===== src/rtl/fma_normalize_pipe_if.sv =====
// Handshake bundle for the FMA post-add normaliser.
// Input side: in_valid/in_ready with the two candidate mantissas, a select and
// the exponent. Output side: out_valid/out_ready with the normalised mantissa,
// adjusted exponent, applied shift and zero/underflow flags.
// Modports: slave is the normaliser, master is the upstream/downstream driver.
interface fma_normalize_pipe_if #(
  parameter int unsigned WIDTH = 48,
  parameter int unsigned EXP_W = 10,
  localparam int unsigned LZC_W = $clog2(WIDTH + 1)
);
  logic             in_valid;
  logic             in_ready;
  logic             in_sel;
  logic [WIDTH-1:0] in_op1;
  logic [WIDTH-1:0] in_op2;
  logic [EXP_W-1:0] in_exp;
  logic             out_valid;
  logic             out_ready;
  logic [WIDTH-1:0] out_mant;
  logic [EXP_W-1:0] out_exp;
  logic [LZC_W-1:0] out_lzc;
  logic             out_zero;
  logic             out_uflow;

  modport slave (
    input  in_valid, in_sel, in_op1, in_op2, in_exp, out_ready,
    output in_ready, out_valid, out_mant, out_exp, out_lzc, out_zero, out_uflow
  );

  modport master (
    output in_valid, in_sel, in_op1, in_op2, in_exp, out_ready,
    input  in_ready, out_valid, out_mant, out_exp, out_lzc, out_zero, out_uflow
  );
endinterface


===== src/rtl/fma_normalize_pipe.sv =====
// Two-stage post-add normaliser for the FMA datapath.
// Stage 1 selects a candidate mantissa and counts its leading zeros; stage 2
// shifts the MSB to the top and lowers the exponent, clamping at exponent 0
// (denormal) and flagging all-zero mantissas. Full valid/ready backpressure,
// no skid buffer: in_ready is combinational from out_ready.
// Ports: clk, rst (synchronous, active-high), bus (slave side of the bundle).
module fma_normalize_pipe #(
  parameter int unsigned WIDTH = 48,
  parameter int unsigned EXP_W = 10,
  localparam int unsigned LZC_W = $clog2(WIDTH + 1)
) (
  input logic                clk,
  input logic                rst,
  fma_normalize_pipe_if.slave bus
);

  localparam int unsigned CMP_W = (EXP_W > LZC_W) ? EXP_W : LZC_W;

  logic adv1, adv2;

  logic             s1_valid_q;
  logic [WIDTH-1:0] s1_mant_q;
  logic [EXP_W-1:0] s1_exp_q;
  logic [LZC_W-1:0] s1_lzc_q;

  logic             s2_valid_q;
  logic [WIDTH-1:0] s2_mant_q;
  logic [EXP_W-1:0] s2_exp_q;
  logic [LZC_W-1:0] s2_lzc_q;
  logic             s2_zero_q;
  logic             s2_uflow_q;

  logic [WIDTH-1:0] sel_mant;
  logic [LZC_W-1:0] sel_lzc;

  logic [WIDTH-1:0] s2_mant_d;
  logic [EXP_W-1:0] s2_exp_d;
  logic [LZC_W-1:0] s2_lzc_d;
  logic             s2_zero_d;
  logic             s2_uflow_d;

  assign adv2         = !s2_valid_q || bus.out_ready;
  assign adv1         = !s1_valid_q || adv2;
  assign bus.in_ready = adv1;

  // Select and leading-zero count; the highest set bit is the last one written.
  always_comb begin
    sel_mant = bus.in_sel ? bus.in_op1 : bus.in_op2;
    sel_lzc  = LZC_W'(WIDTH);
    for (int unsigned i = 0; i < WIDTH; i++) begin
      if (sel_mant[i]) begin
        sel_lzc = LZC_W'(WIDTH - 1 - i);
      end
    end
  end

  // Normalise, clamping the shift at the exponent so it never wraps below 0.
  always_comb begin
    s2_mant_d  = s1_mant_q << s1_lzc_q;
    s2_exp_d   = s1_exp_q - EXP_W'(s1_lzc_q);
    s2_lzc_d   = s1_lzc_q;
    s2_zero_d  = 1'b0;
    s2_uflow_d = 1'b0;
    if (s1_mant_q == '0) begin
      s2_mant_d = '0;
      s2_exp_d  = '0;
      s2_lzc_d  = LZC_W'(WIDTH);
      s2_zero_d = 1'b1;
    end else if (CMP_W'(s1_lzc_q) > CMP_W'(s1_exp_q)) begin
      s2_mant_d  = s1_mant_q << s1_exp_q;
      s2_exp_d   = '0;
      s2_lzc_d   = LZC_W'(s1_exp_q);
      s2_uflow_d = 1'b1;
    end
  end

  always_ff @(posedge clk) begin
    if (rst) begin
      s1_valid_q <= 1'b0;
      s1_mant_q  <= '0;
      s1_exp_q   <= '0;
      s1_lzc_q   <= '0;
      s2_valid_q <= 1'b0;
      s2_mant_q  <= '0;
      s2_exp_q   <= '0;
      s2_lzc_q   <= '0;
      s2_zero_q  <= 1'b0;
      s2_uflow_q <= 1'b0;
    end else begin
      if (adv1) begin
        s1_valid_q <= bus.in_valid;
        if (bus.in_valid) begin
          s1_mant_q <= sel_mant;
          s1_exp_q  <= bus.in_exp;
          s1_lzc_q  <= sel_lzc;
        end
      end
      if (adv2) begin
        s2_valid_q <= s1_valid_q;
        if (s1_valid_q) begin
          s2_mant_q  <= s2_mant_d;
          s2_exp_q   <= s2_exp_d;
          s2_lzc_q   <= s2_lzc_d;
          s2_zero_q  <= s2_zero_d;
          s2_uflow_q <= s2_uflow_d;
        end
      end
    end
  end

  assign bus.out_valid = s2_valid_q;
  assign bus.out_mant  = s2_mant_q;
  assign bus.out_exp   = s2_exp_q;
  assign bus.out_lzc   = s2_lzc_q;
  assign bus.out_zero  = s2_zero_q;
  assign bus.out_uflow = s2_uflow_q;

endmodule


===== src/flat_wrapper.sv =====
// flat-port wrapper written by rule: the top's interface ports become plain ports
module fma_normalize_pipe_flat 
#(
  parameter int unsigned WIDTH = 48,
  parameter int unsigned EXP_W = 10,
  localparam int unsigned LZC_W = $clog2(WIDTH + 1)
)
  (clk, rst, bus_in_valid, bus_in_sel, bus_in_op1, bus_in_op2, bus_in_exp, bus_out_ready, bus_in_ready, bus_out_valid, bus_out_mant, bus_out_exp, bus_out_lzc, bus_out_zero, bus_out_uflow);
  fma_normalize_pipe_if #(.WIDTH(WIDTH), .EXP_W(EXP_W)) bus_i ();
  input logic clk;
  input logic rst;
  input wire logic [$bits(bus_i.in_valid)-1:0] bus_in_valid;
  input wire logic [$bits(bus_i.in_sel)-1:0] bus_in_sel;
  input wire logic [$bits(bus_i.in_op1)-1:0] bus_in_op1;
  input wire logic [$bits(bus_i.in_op2)-1:0] bus_in_op2;
  input wire logic [$bits(bus_i.in_exp)-1:0] bus_in_exp;
  input wire logic [$bits(bus_i.out_ready)-1:0] bus_out_ready;
  output wire logic [$bits(bus_i.in_ready)-1:0] bus_in_ready;
  output wire logic [$bits(bus_i.out_valid)-1:0] bus_out_valid;
  output wire logic [$bits(bus_i.out_mant)-1:0] bus_out_mant;
  output wire logic [$bits(bus_i.out_exp)-1:0] bus_out_exp;
  output wire logic [$bits(bus_i.out_lzc)-1:0] bus_out_lzc;
  output wire logic [$bits(bus_i.out_zero)-1:0] bus_out_zero;
  output wire logic [$bits(bus_i.out_uflow)-1:0] bus_out_uflow;
  assign bus_i.in_valid = bus_in_valid;
  assign bus_i.in_sel = bus_in_sel;
  assign bus_i.in_op1 = bus_in_op1;
  assign bus_i.in_op2 = bus_in_op2;
  assign bus_i.in_exp = bus_in_exp;
  assign bus_i.out_ready = bus_out_ready;
  assign bus_in_ready = bus_i.in_ready;
  assign bus_out_valid = bus_i.out_valid;
  assign bus_out_mant = bus_i.out_mant;
  assign bus_out_exp = bus_i.out_exp;
  assign bus_out_lzc = bus_i.out_lzc;
  assign bus_out_zero = bus_i.out_zero;
  assign bus_out_uflow = bus_i.out_uflow;
  fma_normalize_pipe #(.WIDTH(WIDTH), .EXP_W(EXP_W)) u_core (.clk(clk), .rst(rst), .bus(bus_i));
endmodule

===== config.mk =====
export PLATFORM = sky130hd
export DESIGN_NAME = fma_normalize_pipe_flat
export DESIGN_NICKNAME = d
export VERILOG_FILES = /design/src/rtl/fma_normalize_pipe_if.sv /design/src/rtl/fma_normalize_pipe.sv /design/src/flat_wrapper.sv
export SDC_FILE = /design/constraint.sdc
export NUM_CORES = 1
export LEC_CHECK = 0
export CORE_ASPECT_RATIO = 1.4
export CORE_UTILIZATION = 40
export DETAILED_ROUTE_END_ITERATION = 6
export PLACE_DENSITY_LB_ADDON = 0.3
export SKIP_CTS_REPAIR_TIMING = 1
export SYNTH_ARGS = -nofsm -noshare
export SYNTH_HDL_FRONTEND = slang
export SYNTH_SLANG_ARGS = --single-unit

===== constraint.sdc =====
create_clock -name clk -period 11 [get_ports clk]
set_clock_uncertainty 0.2 [all_clocks]
set_input_delay 2.2 -clock clk [delete_from_list [all_inputs] [get_ports clk]]
set_output_delay 2.2 -clock clk [all_outputs]
set_load 0.05 [all_outputs]

==> out/qor.yml <==
htreeDepth: 4
yosys-top-cells-area: "dfxtp_1 (25%), a211oi_1 (7.8%), nand2_1 (6.7%)"
async_flop_share_pct: 0
gp_congestion: 0.9459
core_um2: 26100
vias: 11600
io_pins: 179
first_pass_iters: 5
peakVddDrop_mv: 0.08434
drtIter0Drc: 900
yosysTopAreaCell: "dfxtp_1"
synth_ff_type: "dfxtp_1"
antenna_cells: 0
wl_um: 38840
cts_root_buf: "clkbuf_16"
min_period_ps: 6227
path_buf_inv: 2
p_per_area_nw_per_um2: 132.4
synth_edf_count: 0
cp_top_family: "buffers and inverters"
syn_area_um2: 10620
fmax_ghz: 0.1606
crit_path_top_delay_cell: "clkdlybuf4s50_1"
leakagePower_nw: 4.597
yosys_warnings: 0
wl_per_cell_um: 21.13
dieArea_um2: 27210
yosysSeqAreaShare_pct: 24.89
synthDistinctLibCells: 100
fillers: 2597
via_per_inst: 6.310
slew_headroom_pct: 25.35
antenna_found_initial: 0
crit_type: "input pin to output pin"
final_cell_mix: "nand2_1 (190), clkdlybuf4s50_1 (176), dfxtp_1 (131), nor2_1 (129), a21oi_1 (118)"
clk_pin_slew_worst_paths_ps: 60
cts_sinks: 132
path_cells: "clkdlybuf4s50_1, nand2b_1, or2_2, clkdlybuf4s50_1"
cts_buffers: 17
syn_to_final_growth_pct: 22.09
cp.arrival_ps: 3830
critPathMaxStageDelay_ps: 710
overflow: 0
drive_gt1_share_pct: 8.058
detailed_place_hpwl_um: 29420
syn_nets: 1521
rsz0062_at_grt: "false"
required_ps: 8600
startpoint_type: "input pin"
setup_violations: 0
synth_seq_cells: 132
ant_nets: 0
status: "completed"
worst-slew-pin-transition_ps: 1111
cts.path.max_buffers: 2
min_period_over_period_pct: 56.61
hold_viol: 0
clk_latency_ps: 440
maxSlewViolCount: 0
grtUsageTotal_pct: 28.43
final_common_cell: "nand2_1"
cts_tree: "done"
grt_pass1_vias: 10890
avgSynthCellArea_um2: 7.567
portBuffers: 178
finish.utilization_pct: 49.66
die_x_um: 139.7
path_max_fanout: 4
placementRows: 70
grt_first_pass_wirelength_um: 60720
drcViolationCount: 0
syn_inst: 1403
synth_top_area_share_pct: 24.89
drv_cap: 0
grt_start_max_net_pins: 109
initial_core_util_pct: 40.68
min_path_type: "register to register"
end_kind: "output pin"
crit_top_cell: "clkdlybuf4s50_1"
fp.dieH_um: 194.8
layout.nets: 1619
fin_tns_setup_ps: 0
-- routing by layer --
layer | vias to the layer above | GRT usage (%) | routed length (µm)
met2 | 485 | 46.81 | 18510
met1 | 5460 | 34.82 | 16260
met4 | 0 | 18.23 | 2159
li1 | 5553 | - | -
met5 | - | 0 | 0
met3 | 99 | 3.646 | 1908
-- cells in the mapped netlist (all sizes together), types with 4 or more instances --
library cell,instances
a2bb2oi,4
a2111oi,5
a31oi,5
or3,4
nand2,195
a211o,8
mux2i,52
and2,7
o221ai,4
o211ai,20
a21oi,126
ha,6
a221o,10
a311o,10
a311oi,30
mux4,6
nand4,5
nor3b,7
nand2b,53
dfxtp,132
o21bai,4
a22o,12
a211oi,113
and3,10
a31o,4
o22a,5
o32ai,13
inv,34
a221oi,6
clkbuf,59
o31ai,5
o22ai,20
buf,60
o311a,6
o21a,4
nor3,33
nor2,134
nor2b,5
a21boi,4
nor4,20
nand3,27
a22oi,47
a32oi,6
o21ai,42
-- cell families (layout without fill, tap and decap cells) --
family                   after synthesis  in the layout  share of synthesized area [%]
adder cells (fa/ha/maj)                7              7                         0.8957
XOR/XNOR                               3              3                         0.2475
multiplexers                          61             61                          6.647
buffers and inverters                153            264                          6.906
AND/OR/NAND/NOR                      509            509                          22.47
flip-flops                           132            132                          24.89
AO/OA/AOI/OAI                        538            538                          37.94
-- layout make-up --
class	instances	area (µm²)	share of cell area [%]
Tap cell	324	405.4	3.128
Timing Repair Buffer	198	1927	14.87
Clock inverter	10	123.9	0.9557
Inverter	34	127.6	0.9846
Sequential cell	132	2644	20.40
Multi-Input combinational cell	1118	7259	56.01
Clock buffer	22	474.2	3.659
-- worst min-delay path, stage by stage, from the launching register on --
cell	delay [ps]
dfxtp_1	310
nand2_1	50
nand2_1	40
-- power by group --
part / total (W) / switching, W / internal (W) / leakage (nW)
clock: 0.000578 / 0.000225 / 0.000353 / 0.287
sequential: 0.000548 / 0.0000372 / 0.000510 / 1.08
combinational: 0.000590 / 0.000377 / 0.000213 / 3.23
-- flip-flops by register name, summed over array words and instances (netlist names) --
signal	cells
u_core.bus.out_valid	1
u_core.bus.out_exp	10
u_core.bus.out_mant	48
u_core.s1_mant_q	48
u_core.s1_valid_q	1
u_core.bus.out_lzc	6
u_core.s1_lzc_q	6
u_core.s1_exp_q	10
u_core.bus.out_zero	1
u_core.bus.out_uflow	1
-- per-stage QoR --
step	std cells	area, µm²	hold WS [ps]	power, W	worst slack [ps]
2_1_floorplan	1403	10620	243.4	0.0009466	5652
3_3_place_gp	1806	12360	226.4	0.001136	4807
3_5_place_dp	1806	12360	230.7	0.001138	4780
4_1_cts	1838	12960	239.0	0.001718	4775
5_1_grt	1838	12960	268.2	0.001787	4740
6_report	1838	12960	234.0	0.001716	4773
-- final timing paths --
path                            slack (ps)                                 start                              endpoint  cells past startpoint
worst min register to register         230  u_core.bus.out_mant[27]$_SDFFE_PP0P_  u_core.bus.out_mant[27]$_SDFFE_PP0P_                      2
worst max register to register        5430       u_core.s1_lzc_q[0]$_SDFFE_PP0P_  u_core.bus.out_mant[30]$_SDFFE_PP0P_                     13
worst max-delay path                  4770                         bus_out_ready                          bus_in_ready                      4
worst min-delay path                   230  u_core.bus.out_mant[27]$_SDFFE_PP0P_  u_core.bus.out_mant[27]$_SDFFE_PP0P_                      2
(Power assumes the default switching activity.)
